===== src/rtl/c8237_pkg.sv =====
// Shared types and constants for the 8237-style DMA priority/arbitration slice.
package c8237_pkg;

  localparam int unsigned CH_N = 4;
  localparam int unsigned CH_W = 2;

  typedef enum logic [1:0] {
    ST_IDLE    = 2'd0,
    ST_HOLD    = 2'd1,
    ST_GRANT   = 2'd2,
    ST_RELEASE = 2'd3
  } state_e;

  // DACK pin word: one-hot on chan when en, mapped to the selected pin polarity.
  function automatic logic [CH_N-1:0] dack_word(input logic [CH_W-1:0] chan,
                                                input logic en,
                                                input logic act_hi);
    logic [CH_N-1:0] oh;
    oh = en ? (CH_N'(1) << chan) : '0;
    return act_hi ? oh : ~oh;
  endfunction

endpackage


===== src/rtl/c8237_prio_enc.sv =====
// Combinational rotating-priority encoder: first requesting channel at or after pointer.
module c8237_prio_enc
  import c8237_pkg::*;
(
  input  logic [CH_N-1:0] eff,
  input  logic [CH_W-1:0] pointer,
  output logic            valid,
  output logic [CH_W-1:0] chan
);

  logic [CH_W-1:0] w_idx;

  // Scan from lowest to highest priority so the highest-priority hit is written last.
  always_comb begin
    valid = 1'b0;
    chan  = '0;
    w_idx = '0;
    for (int i = int'(CH_N) - 1; i >= 0; i--) begin
      w_idx = pointer + CH_W'(i);
      if (eff[w_idx]) begin
        valid = 1'b1;
        chan  = w_idx;
      end
    end
  end

endmodule


===== src/rtl/c8237_priority.sv =====
// DMA request arbitration: request qualification, CPU hold handshake, channel grant and priority rotation.
module c8237_priority
  import c8237_pkg::*;
(
  input  logic            CLK,
  input  logic            RESET,
  input  logic [CH_N-1:0] DREQ,
  input  logic            HLDA,
  input  logic            cmd_disable,
  input  logic            cmd_rotate,
  input  logic            cmd_dreq_lo,
  input  logic            cmd_dack_hi,
  input  logic [CH_N-1:0] mask,
  input  logic [CH_N-1:0] soft_req,
  input  logic            svc_done,
  output logic            HRQ,
  output logic [CH_N-1:0] DACK,
  output logic [CH_W-1:0] svc_chan,
  output logic            svc_start,
  output logic            svc_abort,
  output logic            busy
);

  state_e          r_state;
  logic            r_hrq;
  logic [CH_N-1:0] r_dack;
  logic [CH_W-1:0] r_chan;
  logic            r_start;
  logic            r_abort;
  logic            r_busy;
  logic [CH_W-1:0] r_ptr;

  logic [CH_N-1:0] w_eff;
  logic [CH_W-1:0] w_ptr;
  logic            w_valid;
  logic [CH_W-1:0] w_win;

  // Qualified requests: pin polarity, hardware mask, then unmaskable software requests.
  assign w_eff = ((DREQ ^ {CH_N{cmd_dreq_lo}}) & ~mask) | soft_req;

  // Fixed priority is the rotating search anchored at channel 0.
  assign w_ptr = cmd_rotate ? r_ptr : '0;

  c8237_prio_enc u_enc (
    .eff     (w_eff),
    .pointer (w_ptr),
    .valid   (w_valid),
    .chan    (w_win)
  );

  // Arbitration FSM with registered handshake outputs; DACK re-mapped to current polarity each cycle.
  always_ff @(posedge CLK) begin
    if (RESET) begin
      r_state <= ST_IDLE;
      r_hrq   <= 1'b0;
      r_dack  <= {CH_N{~cmd_dack_hi}};
      r_chan  <= '0;
      r_start <= 1'b0;
      r_abort <= 1'b0;
      r_busy  <= 1'b0;
      r_ptr   <= '0;
    end else begin
      r_start <= 1'b0;
      r_abort <= 1'b0;
      r_dack  <= dack_word(r_chan, 1'b0, cmd_dack_hi);
      case (r_state)
        ST_IDLE: begin
          if (w_valid && !cmd_disable) begin
            r_state <= ST_HOLD;
            r_hrq   <= 1'b1;
            r_busy  <= 1'b1;
          end
        end
        ST_HOLD: begin
          if (!w_valid) begin
            r_state <= ST_IDLE;
            r_hrq   <= 1'b0;
            r_busy  <= 1'b0;
          end else if (HLDA) begin
            r_state <= ST_GRANT;
            r_chan  <= w_win;
            r_start <= 1'b1;
            r_dack  <= dack_word(w_win, 1'b1, cmd_dack_hi);
          end
        end
        ST_GRANT: begin
          if (svc_done) begin
            // Completion wins over a simultaneous HLDA drop.
            r_state <= ST_RELEASE;
            r_hrq   <= 1'b0;
            if (cmd_rotate) r_ptr <= r_chan + CH_W'(1);
          end else if (!HLDA) begin
            r_state <= ST_IDLE;
            r_hrq   <= 1'b0;
            r_abort <= 1'b1;
            r_busy  <= 1'b0;
          end else begin
            r_dack  <= dack_word(r_chan, 1'b1, cmd_dack_hi);
          end
        end
        ST_RELEASE: begin
          if (!HLDA) begin
            r_state <= ST_IDLE;
            r_busy  <= 1'b0;
          end
        end
        default: begin
          r_state <= ST_IDLE;
          r_hrq   <= 1'b0;
          r_busy  <= 1'b0;
        end
      endcase
    end
  end

  assign HRQ       = r_hrq;
  assign DACK      = r_dack;
  assign svc_chan  = r_chan;
  assign svc_start = r_start;
  assign svc_abort = r_abort;
  assign busy      = r_busy;

endmodule


===== config.mk =====
export PLATFORM = sky130hd
export DESIGN_NAME = c8237_priority
export DESIGN_NICKNAME = d
export VERILOG_FILES = /design/src/rtl/c8237_pkg.sv /design/src/rtl/c8237_prio_enc.sv /design/src/rtl/c8237_priority.sv
export SDC_FILE = /design/constraint.sdc
export NUM_CORES = 1
export LEC_CHECK = 0
export ABC_AREA = 1
export ABC_CLOCK_PERIOD_IN_PS = 1600
export CAP_MARGIN = 15
export CELL_PAD_IN_SITES_DETAIL_PLACEMENT = 1
export CELL_PAD_IN_SITES_GLOBAL_PLACEMENT = 2
export CORE_ASPECT_RATIO = 0.9
export CORE_UTILIZATION = 25
export CTS_CLUSTER_SIZE = 28
export DETAILED_ROUTE_END_ITERATION = 8
export DONT_BUFFER_PORTS = 1
export GPL_TIMING_DRIVEN = 0
export PLACE_DENSITY_LB_ADDON = 0.15
export SLEW_MARGIN = 15
export SYNTH_ARGS = -nofsm -noshare
export SYNTH_HDL_FRONTEND = slang
export SYNTH_HIERARCHICAL = 1
export SYNTH_SLANG_ARGS = --single-unit

===== constraint.sdc =====
create_clock -name CLK -period 1.6 [get_ports CLK]
set_input_delay 0.16 -clock CLK [delete_from_list [all_inputs] [get_ports CLK]]
set_output_delay 0.16 -clock CLK [all_outputs]
set_load 0.02 [all_outputs]

==> results.txt, run 1 <==
Setup violations remaining at the end of the flow were counted as 10. The total standard cell area after synthesis came out at 1260 sq um. Of the synthesized area, sequential elements account for 0.223. The highest clock rate is 556 MHz.

The number of DRC violations after detailed routing is 0. The relative slew slack came out at 0.784. The clock net sink count is 14. The starting density of the core is 0.260. The signal on the critical path passes through nand2_2, inv_2, buf_6, nand2_4, and2_4, nand2_4, nand2_2, clkinv_2, nand2_2, nand2_2, nand2_4, buf_6, buf_4, buf_4, o21ai_2, a21oi_1. Of the cells placed in the final design, the portion with a size suffix greater than 1 is 0.407. The worst IR drop on VDD is 0.000373 V. The power density over cell area is 732 nW/um^2. STA puts the critical path data required time at 1.72 ns. The number of unique standard cell types used by synthesis is 25. The number of instances in the synthesized netlist came out at 200. The number of global-route vias before repair came out at 1295.

The floorplan die width is 76.8 um. The count of standard-cell rows is 24. The transition at the pin with the smallest max-transition slack came out at 0.324 ns. The max-slew violation count came out at 0. The deepest clock path buffer count is 2. The number of vias per cell after detailed routing came out at 4.57. The slowest stage of the critical path belongs to the cell sky130_fd_sc_hd__dfxtp_2. The flow ran to the end, but the final reports show violations. The post-synthesis sequential element count came out at 14. The final count of hold timing violations came to 0. Clock tree synthesis selected as its root buffer the cell sky130_fd_sc_hd__clkbuf_8. The count of port buffers added during placement came out at 0. The number of maximum-capacitance constraint violations came out at 0.

Before antenna repair, the detailed router went through 4 iterations. Across all setup checks in the final design, the least slack found is -0.199 ns. The total negative slack for setup checks is -1.23 ns. The number of DRC markers after the initial detailed-route iteration came out at 45. The cell count after placement came out at 265. TritonCTS built the clock tree. The antenna diode count is 0.

The estimated wirelength of the detail-placed design is 2900 um. The shortest clock period the worst path allows after layout is 1.80 ns. The filler cells instantiated in the layout total 629. The part of the cycle the worst path needs is 1.12. Data on the critical path arrives at its endpoint at 1.92 ns. The worst setup path is of the flop to flop kind. The total buffers and inverters traversed by the critical path came out at 6. The startpoint identified for the worst register-to-register timing path is r_ptr[0].

The checks that failed: negative setup slack. The I/O pin total is 30. The number of H-tree branching levels came out at 1. The endpoint class of the critical path is a flop.

The path class of the tightest hold or removal check is input port to flop. The total CTS buffers is 3. After detailed routing, the total wire length is 3660 um.

The pin count of the biggest net entering global routing came out at 11. The cell leakage power is 0.816 nW. The overall global routing resource usage is 0.142.

The number of antenna violations at the first check in global routing was 0. In this design, the largest share of critical-path delay is due to buffers and inverters. For this run, the slowest stage of the critical path takes 0.33 ns. The last weighted congestion value of the routability-driven placer came out at 0.814. For this run, the post-layout net count is 246. The critical path's most frequent cell is sky130_fd_sc_hd__nand2_2. The area growth from synthesis to layout is 33.4%. The average wire length per cell after detail routing is 13.1 um. The clock latency on the worst-skew pair came out at 0.24 ns. The total vias in the final route came out at 1274. In this run the worst path has a maximum fanout of 5. The wire length of the first global-routing pass is 6090 um. A synthesized cell averages 6.29 sq um. The most critical setup path has its startpoint at r_ptr[0]. Setup repair after global routing could not meet its margin everywhere. STA classifies the critical path startpoint as a flop. The remaining number of nets flagged by the antenna check after routing is 0.

In this run the standard cell core region covers 4830 sq um. The remaining global-route overflow came out at 0. The clock arrives with 0.00173 ns of skew. The total nets after synthesis came out at 230. The clock slew at the register clock pins of the worst setup and hold paths is 0.06 ns. Yosys printed 6 warnings. The floorplan step set the die height to 69.3 um. The count of cells in the finished layout, fillers not included, comes to 279. The die footprint came out at 5320 sq um. The design draws 1.23 mW. In this run the most critical hold path is launched from RESET.
[layout by cell type (no fill, tap or decap)]
master / count
sky130_fd_sc_hd__nor2_4: 2
sky130_fd_sc_hd__inv_1: 21
sky130_fd_sc_hd__o21ai_2: 2
sky130_fd_sc_hd__a21oi_2: 4
sky130_fd_sc_hd__nand3b_1: 1
sky130_fd_sc_hd__clkbuf_8: 3
sky130_fd_sc_hd__nor2_1: 7
sky130_fd_sc_hd__buf_6: 6
sky130_fd_sc_hd__ha_1: 10
sky130_fd_sc_hd__o21ai_1: 4
sky130_fd_sc_hd__buf_2: 1
sky130_fd_sc_hd__nand4_1: 1
sky130_fd_sc_hd__inv_2: 11
sky130_fd_sc_hd__nand2_2: 19
sky130_fd_sc_hd__clkinv_2: 1
sky130_fd_sc_hd__nand3_1: 22
sky130_fd_sc_hd__dfxtp_1: 12
sky130_fd_sc_hd__a21oi_1: 5
sky130_fd_sc_hd__nand3_2: 12
sky130_fd_sc_hd__nor2_2: 4
sky130_fd_sc_hd__a21boi_4: 1
sky130_fd_sc_hd__o21ai_4: 2
sky130_fd_sc_hd__dlygate4sd3_1: 2
sky130_fd_sc_hd__and2_4: 1
sky130_fd_sc_hd__o21bai_2: 1
sky130_fd_sc_hd__nand2_1: 34
sky130_fd_sc_hd__nand2_4: 6
sky130_fd_sc_hd__inv_4: 2
sky130_fd_sc_hd__buf_4: 7
sky130_fd_sc_hd__o21bai_1: 3
sky130_fd_sc_hd__xnor2_1: 4
sky130_fd_sc_hd__dfxtp_2: 2
sky130_fd_sc_hd__nor4_1: 1
[final timing paths]
check,slack [ns],cells past startpoint,end
max,-0.20,16,svc_chan[0]
min,0.1,3,svc_chan[0]
min reg2reg,0.45,2,r_ptr[1]
max reg2reg,-0.20,16,svc_chan[0]
[report_power, final]
group	internal [mW]	leakage, nW	switching (mW)
Clock	0.166	0.0216	0.118
Sequential	0.397	0.116	0.0826
Combinational	0.183	0.678	0.281
Total	0.746	0.816	0.482
[registers in the layout, summed over array words and instances, names as in the netlist]
name	cells
r_state	2
r_ptr	2
svc_start	1
HRQ	1
svc_abort	1
DACK	4
busy	1
svc_chan	2
[Yosys cell counts, drive strengths merged]
cell type / instances / area [sq um]
ha: 10 / 125
nand3b: 1 / 7.51
nor4: 1 / 6.26
inv: 34 / 130
a21boi: 1 / 7.51
o21ai: 8 / 43.8
nand4: 1 / 6.26
nand3: 34 / 170
clkinv: 1 / 5.00
and2: 1 / 8.76
a21oi: 9 / 52.6
xnor2: 4 / 35.0
nand2: 59 / 239
nor2: 13 / 66.3
buf: 5 / 43.8
o21bai: 4 / 30.0
dfxtp: 14 / 280
[metal layers]
layer | vias to the layer above | GRT usage | wire length [um]
met5 | - | 0 | 0
met3 | 2 | 0.0382 | 134
met4 | 0 | 0.0192 | 13
met2 | 23 | 0.218 | 1690
met1 | 593 | 0.201 | 1820
li1 | 656 | - | -
[layout make-up]
type	instances	area [sq um]	area share
multi-input combinational	146	990	0.590
timing repair buffer	11	95.1	0.0567
tap	65	81.3	0.0485
clock buffer	3	41.3	0.0246
buffer	5	50.0	0.0298
sequential	14	283	0.169
inverter	35	138	0.0820
[worst register-to-register path, stage by stage (launching register included)]
cell                       delay (ns)
sky130_fd_sc_hd__dfxtp_2         0.33
sky130_fd_sc_hd__nand2_2         0.05
sky130_fd_sc_hd__inv_2           0.08
sky130_fd_sc_hd__buf_6           0.15
sky130_fd_sc_hd__nand2_4         0.05
sky130_fd_sc_hd__and2_4          0.15
sky130_fd_sc_hd__nand2_4         0.07
sky130_fd_sc_hd__nand2_2         0.05
sky130_fd_sc_hd__clkinv_2        0.05
sky130_fd_sc_hd__nand2_2         0.05
sky130_fd_sc_hd__nand2_2         0.08
sky130_fd_sc_hd__nand2_4         0.08
sky130_fd_sc_hd__buf_6           0.11
sky130_fd_sc_hd__buf_4           0.12
sky130_fd_sc_hd__buf_4           0.12
sky130_fd_sc_hd__o21ai_2         0.10
sky130_fd_sc_hd__a21oi_1         0.05
[stage by stage]
stage | utilization | cell area, sq um | setup slack [ns] | hold slack [ns]
global route | 0.347 | 1680 | -0.332 | 0.102
CTS | 0.313 | 1510 | -0.154 | 0.115
finish | 0.347 | 1680 | -0.199 | 0.0973
global placement | 0.280 | 1350 | -0.260 | 0.226
detailed placement | 0.280 | 1350 | -0.352 | 0.227
floorplan | - | 1270 | -0.0439 | 0.222
[kinds of logic after synthesis]
family                   count (synthesis)  synth area share
AND/OR/NAND/NOR                        110             0.401
adder cells (fa/ha/maj)                 10            0.0995
AO/OA/AOI/OAI                           22             0.106
flip-flops                              14             0.223
XOR/XNOR                                 4            0.0279
buffers and inverters                   40             0.142
[timing repair]
action,4_1_cts,5_1_grt
setup endpoints to repair,10,11
pin swaps,13,17
gates cloned,1,0
resized for setup,22,35
hold endpoints to repair,5,0
hold buffers,2,0
buffers inserted,4,4
No activity file was read; power rests on OpenSTA's default activity.
==> run 2, diff against run 1 <==
--- a/config.mk
+++ b/config.mk
@@ -5,7 +5,6 @@
 export SDC_FILE = /design/constraint.sdc
 export NUM_CORES = 1
 export LEC_CHECK = 0
-export ABC_AREA = 1
 export ABC_CLOCK_PERIOD_IN_PS = 1600
 export CAP_MARGIN = 15
 export CELL_PAD_IN_SITES_DETAIL_PLACEMENT = 1
@@ -17,6 +16,7 @@
 export DONT_BUFFER_PORTS = 1
 export GPL_TIMING_DRIVEN = 0
 export PLACE_DENSITY_LB_ADDON = 0.15
+export RECOVER_POWER = 25
 export SLEW_MARGIN = 15
 export SYNTH_ARGS = -nofsm -noshare
 export SYNTH_HDL_FRONTEND = slang
==> run 2 against run 1 <==
Hold slack better by 0.061 ns. Highest routed layer unchanged. Final area down 22%. Sequential share of layout area up 4.9 points. First-iteration DRC count down 33%. Sequential power up 10%. Cell count down 38%. The run still ends with negative setup slack left. Area after synthesis down 15%. Clock skew up 0.0025 ns.
==> results.txt, run 2 <==
The clock net sink count came out at 14 (unchanged). The part of the cycle the worst path needs came out at 1.12 (-0.00724). The transition at the pin with the smallest max-transition slack is 0.469 ns (+0.145 ns). The cell leakage power is 0.574 nW (-30%).

The number of unique standard cell types used by synthesis is 38 (+52%). The area fraction in compound gates after synthesis came out at 0.200 (+0.0940). The adder-cell area share of the yosys netlist came to 0.117 (+0.0177). The most common cell in the synthesized netlist is sky130_fd_sc_hd__dfxtp_1. The total power is 1.34 mW (+9.1%). The mux cell area share after synthesis is 0.132 (+0.132).

The synthesized design spends more area on one cell type than any other, namely sky130_fd_sc_hd__dfxtp_1. The endpoint class of the critical path is a flop. The dominant combinational cell family by area after synthesis is compound AO/OA/AOI/OAI gates.

The overall global routing resource usage was 0.134 (-0.00824). The critical path launch point type is a flop. The post-synthesis sequential element count came out at 14 (unchanged). The estimated wirelength of the detail-placed design is 2070 um (-29%). The critical path class is flop to flop. The area share of the leading cell type in the synthesized netlist is 0.263 (+0.0397).

The remaining global-route overflow is 0 (unchanged). The wire length of the first global-routing pass was 4670 um (-23%). The average instance area after synthesis is 9.20 sq um (+46%). The top fanout value on the critical path came out at 5 (unchanged). The final-stage net count is 155 (-37%). By count the netlist is led by 14 x sky130_fd_sc_hd__dfxtp_1, 13 x sky130_fd_sc_hd__mux2i_1, 10 x sky130_fd_sc_hd__ha_1, 10 x sky130_fd_sc_hd__nor2_1, 6 x sky130_fd_sc_hd__inv_1. The remaining number of nets flagged by the antenna check after routing is 0 (unchanged). The post-synthesis sequential area ratio is 0.263 (+0.0397). The pin count of the biggest net entering global routing is 11 (unchanged). The number of vias per cell after detailed routing came to 5.26 (+15%). The largest clock skew in the final design is 0.00419 ns (+0.00247 ns). The xor/xnor share of the synthesized area came to 0.0328 (+0.00496). The worst IR drop on VDD was 0.000483 V (+30%).

The number of instances in the synthesized netlist is 116 (-42%). Leaving out fill and tap cells, the most frequent cell in the layout is sky130_fd_sc_hd__mux2i_1. Setup repair after global routing could not meet its margin everywhere.

The hold-critical path depth came out at 2 (-1). The class of the most critical hold timing path is input port to flop. The total CTS buffers is 3 (unchanged). Relative to the synthesized area, the layout overhead comes to 22.2%. The count of port buffers added during placement is 0 (unchanged). The number of cells traversed by the worst register-to-register path is 8 (-8). The total vias in the final route is 904 (-29%). The number of maximum-capacitance constraint violations is 0 (unchanged).

The number of inserted filler cells in the final layout was 468 (-26%). The antenna diode count is 0 (unchanged). The clock slew at the register clock pins of the worst setup and hold paths came out at 0.07 ns (about the same).

For this run, the leading register cell type out of synthesis is sky130_fd_sc_hd__dfxtp_1. Walking the worst path, the cells encountered are and2_4, buf_4, nand2_1, nor2_2, a211oi_4, and4bb_2, mux2i_1, a221o_1. The simple-gate share of the synthesized area is 0.195 (-0.206). The total nets after synthesis was 146 (-37%). The number of global-route vias before repair came to 975 (-25%).

TritonCTS built the clock tree. The die footprint was 4530 sq um (-15%). The count of warnings emitted by yosys came out at 6 (unchanged).

The height of the die is 64.0 um (-7.6%). The data arrival at the endpoint of the critical path came out at 1.93 ns (about the same). The clock latency on the worst-skew pair is 0.25 ns (about the same). The required arrival time at the worst endpoint came out at 1.74 ns (+0.02 ns). The final reports fail on negative setup slack. Sorting the synthesized cells by area gives the leading types as sky130_fd_sc_hd__dfxtp_1 26%, sky130_fd_sc_hd__mux2i_1 12%, sky130_fd_sc_hd__ha_1 12%, sky130_fd_sc_hd__a221o_1 4.7%, sky130_fd_sc_hd__nand3b_1 3.5%. The cell with the largest stage delay on the worst path is sky130_fd_sc_hd__dfxtp_2.

The highest clock rate was 559 MHz (+0.65%). The total buffers and inverters traversed by the critical path came out at 1 (-5). The number of setup violations in the final report came to 6 (-4).

The total number of cells along the worst setup path came to 8 (-8). CTS placed an instance of sky130_fd_sc_hd__clkbuf_8 at the clock tree root. The fraction of synthesis flops using an asynchronous set or reset pin is 0 (unchanged).

The number of synthesized flops with an enable pin is 0 (unchanged). The area of the core came out at 4070 sq um (-16%). The run finished, with violations left.

The number of DRC markers after the initial detailed-route iteration is 30 (-33%). The last weighted congestion value of the routability-driven placer is 0.767 (-5.7%). The length of the first detailed-routing pass in iterations came out at 6 (+2). The total standard cell area after synthesis is 1070 sq um (-15%).

The largest incremental delay on the critical path is 0.32 ns (about the same). The shortest clock period the worst path allows after layout came out at 1.79 ns (-0.0116 ns). In the layout the commonest cells are 13 x sky130_fd_sc_hd__mux2i_1, 11 x sky130_fd_sc_hd__dfxtp_1, 9 x sky130_fd_sc_hd__ha_1, 8 x sky130_fd_sc_hd__nor2_1, 6 x sky130_fd_sc_hd__inv_1. The number of DRC violations after detailed routing came out at 0 (unchanged). The relative slew slack came out at 0.687 (-0.0965).

The floorplan die width is 70.9 um (-7.7%). Among cell families on the critical path, the largest total delay comes from simple AND/OR/NAND/NOR gates. The total wire length after detailed routing came out at 2860 um (-22%). The deepest clock path buffer count is 2 (unchanged).

The number of antenna violations at the first check in global routing was 0 (unchanged). The worst hold slack across all endpoints came out at 0.158 ns (+0.0606 ns). The share of cells above drive strength 1 is 0.274 (-0.132). The number of H-tree branching levels came out at 1 (unchanged). The minimum setup slack in the final design came to -0.188 ns (+0.0116 ns). The flip-flop count of the largest register, all copies and words added came out at 4 (unchanged). The power density over cell area is 1030 nW/um^2 (+40%). The total negative slack for setup checks came to -0.659 ns (+0.574 ns). The count of standard-cell rows was 22 (-8.3%). The starting density of the core came to 0.262 (+0.00188). The average wire length per cell after detail routing came out at 16.6 um (+27%). The I/O pin total is 30 (unchanged). The max-slew violation count was 0 (unchanged). The final count of hold timing violations is 0 (unchanged).
run 2: cell count changes in the layout (fill, tap and decap cells not counted), moves of 4 or more:
cell | previous run | this run
sky130_fd_sc_hd__buf_6 | 6 | 2
sky130_fd_sc_hd__nand3_2 | 12 | 0
sky130_fd_sc_hd__nand2_4 | 6 | 0
sky130_fd_sc_hd__nand3b_1 | 1 | 5
sky130_fd_sc_hd__inv_2 | 11 | 0
sky130_fd_sc_hd__o21ai_1 | 4 | 0
sky130_fd_sc_hd__inv_1 | 21 | 6
sky130_fd_sc_hd__nand3_1 | 22 | 3
sky130_fd_sc_hd__mux2i_1 | 0 | 13
sky130_fd_sc_hd__nand2_1 | 34 | 2
sky130_fd_sc_hd__a221o_1 | 0 | 5
sky130_fd_sc_hd__nand2_2 | 19 | 0
run 2: final timing paths:
check / start / slack [ns] / to
worst max-delay path: r_ptr[1] / -0.19 / DACK[0]
worst min-delay path: RESET / 0.16 / HRQ
worst max register to register: r_ptr[1] / -0.19 / DACK[0]
worst min register to register: r_ptr[1] / 0.49 / r_ptr[1]
run 2: worst register-to-register path, cell delays in order (launching register included):
cell                       delay (ns)
sky130_fd_sc_hd__dfxtp_2         0.32
sky130_fd_sc_hd__and2_4          0.17
sky130_fd_sc_hd__buf_4           0.14
sky130_fd_sc_hd__nand2_1         0.07
sky130_fd_sc_hd__nor2_2          0.05
sky130_fd_sc_hd__a211oi_4        0.24
sky130_fd_sc_hd__and4bb_2        0.27
sky130_fd_sc_hd__mux2i_1         0.11
sky130_fd_sc_hd__a221o_1         0.31
run 2: logic make-up after synthesis:
logic type,after synthesis
and+or+nand+nor,35
AOI/OAI and AO/OA,26
muxes,14
DFF,14
buffers and inverters,13
adders and majority gates,10
xor gates and xnor gates,4
run 2: per-layer routing:
layer	GRT usage	routed length, um
met5	0	0
met4	0.0375	14
met3	0.0473	218
met2	0.207	1220
met1	0.175	1410
run 2: cell type report:
| cell class | count | area, sq um | area share |
|---|---|---|---|
| clock buffers | 4 | 55.1 | 0.0422 |
| multi-input cells | 89 | 792 | 0.607 |
| inverters | 6 | 22.5 | 0.0173 |
| plain buffers | 6 | 50.0 | 0.0384 |
| flip-flops and latches | 14 | 284 | 0.218 |
| well taps | 48 | 60.1 | 0.0461 |
| repair buffers | 5 | 40.0 | 0.0307 |
run 2: what timing repair did:
| action | 4_1_cts | 5_1_grt |
|---|---|---|
| setup endpoints to repair | 8 | 8 |
| hold buffers | 1 | 0 |
| endpoints found under the hold margin | 1 | 0 |
| buffers inserted | 4 | 0 |
| gates resized for setup | 13 | 6 |
| pin swaps | 7 | 3 |
run 2: per-stage QoR:
| stage | worst slack [ns] | utilization | instance area, sq um | instances |
|---|---|---|---|---|
| 6_report | -0.188 | 0.320 | 1300 | 172 |
| 5_1_grt | -0.270 | 0.320 | 1300 | 172 |
| 4_1_cts | -0.219 | 0.314 | 1280 | 172 |
| 3_5_place_dp | -0.468 | 0.282 | 1150 | 164 |
| 3_3_place_gp | -0.470 | 0.282 | 1150 | 164 |
| 2_1_floorplan | -0.203 | - | 1090 | 116 |
run 2: power by group:
group | switching (mW) | leakage (nW) | internal [mW]
Clock | 0.144 | 0.0288 | 0.218
Sequential | 0.110 | 0.117 | 0.418
Combinational | 0.232 | 0.429 | 0.218
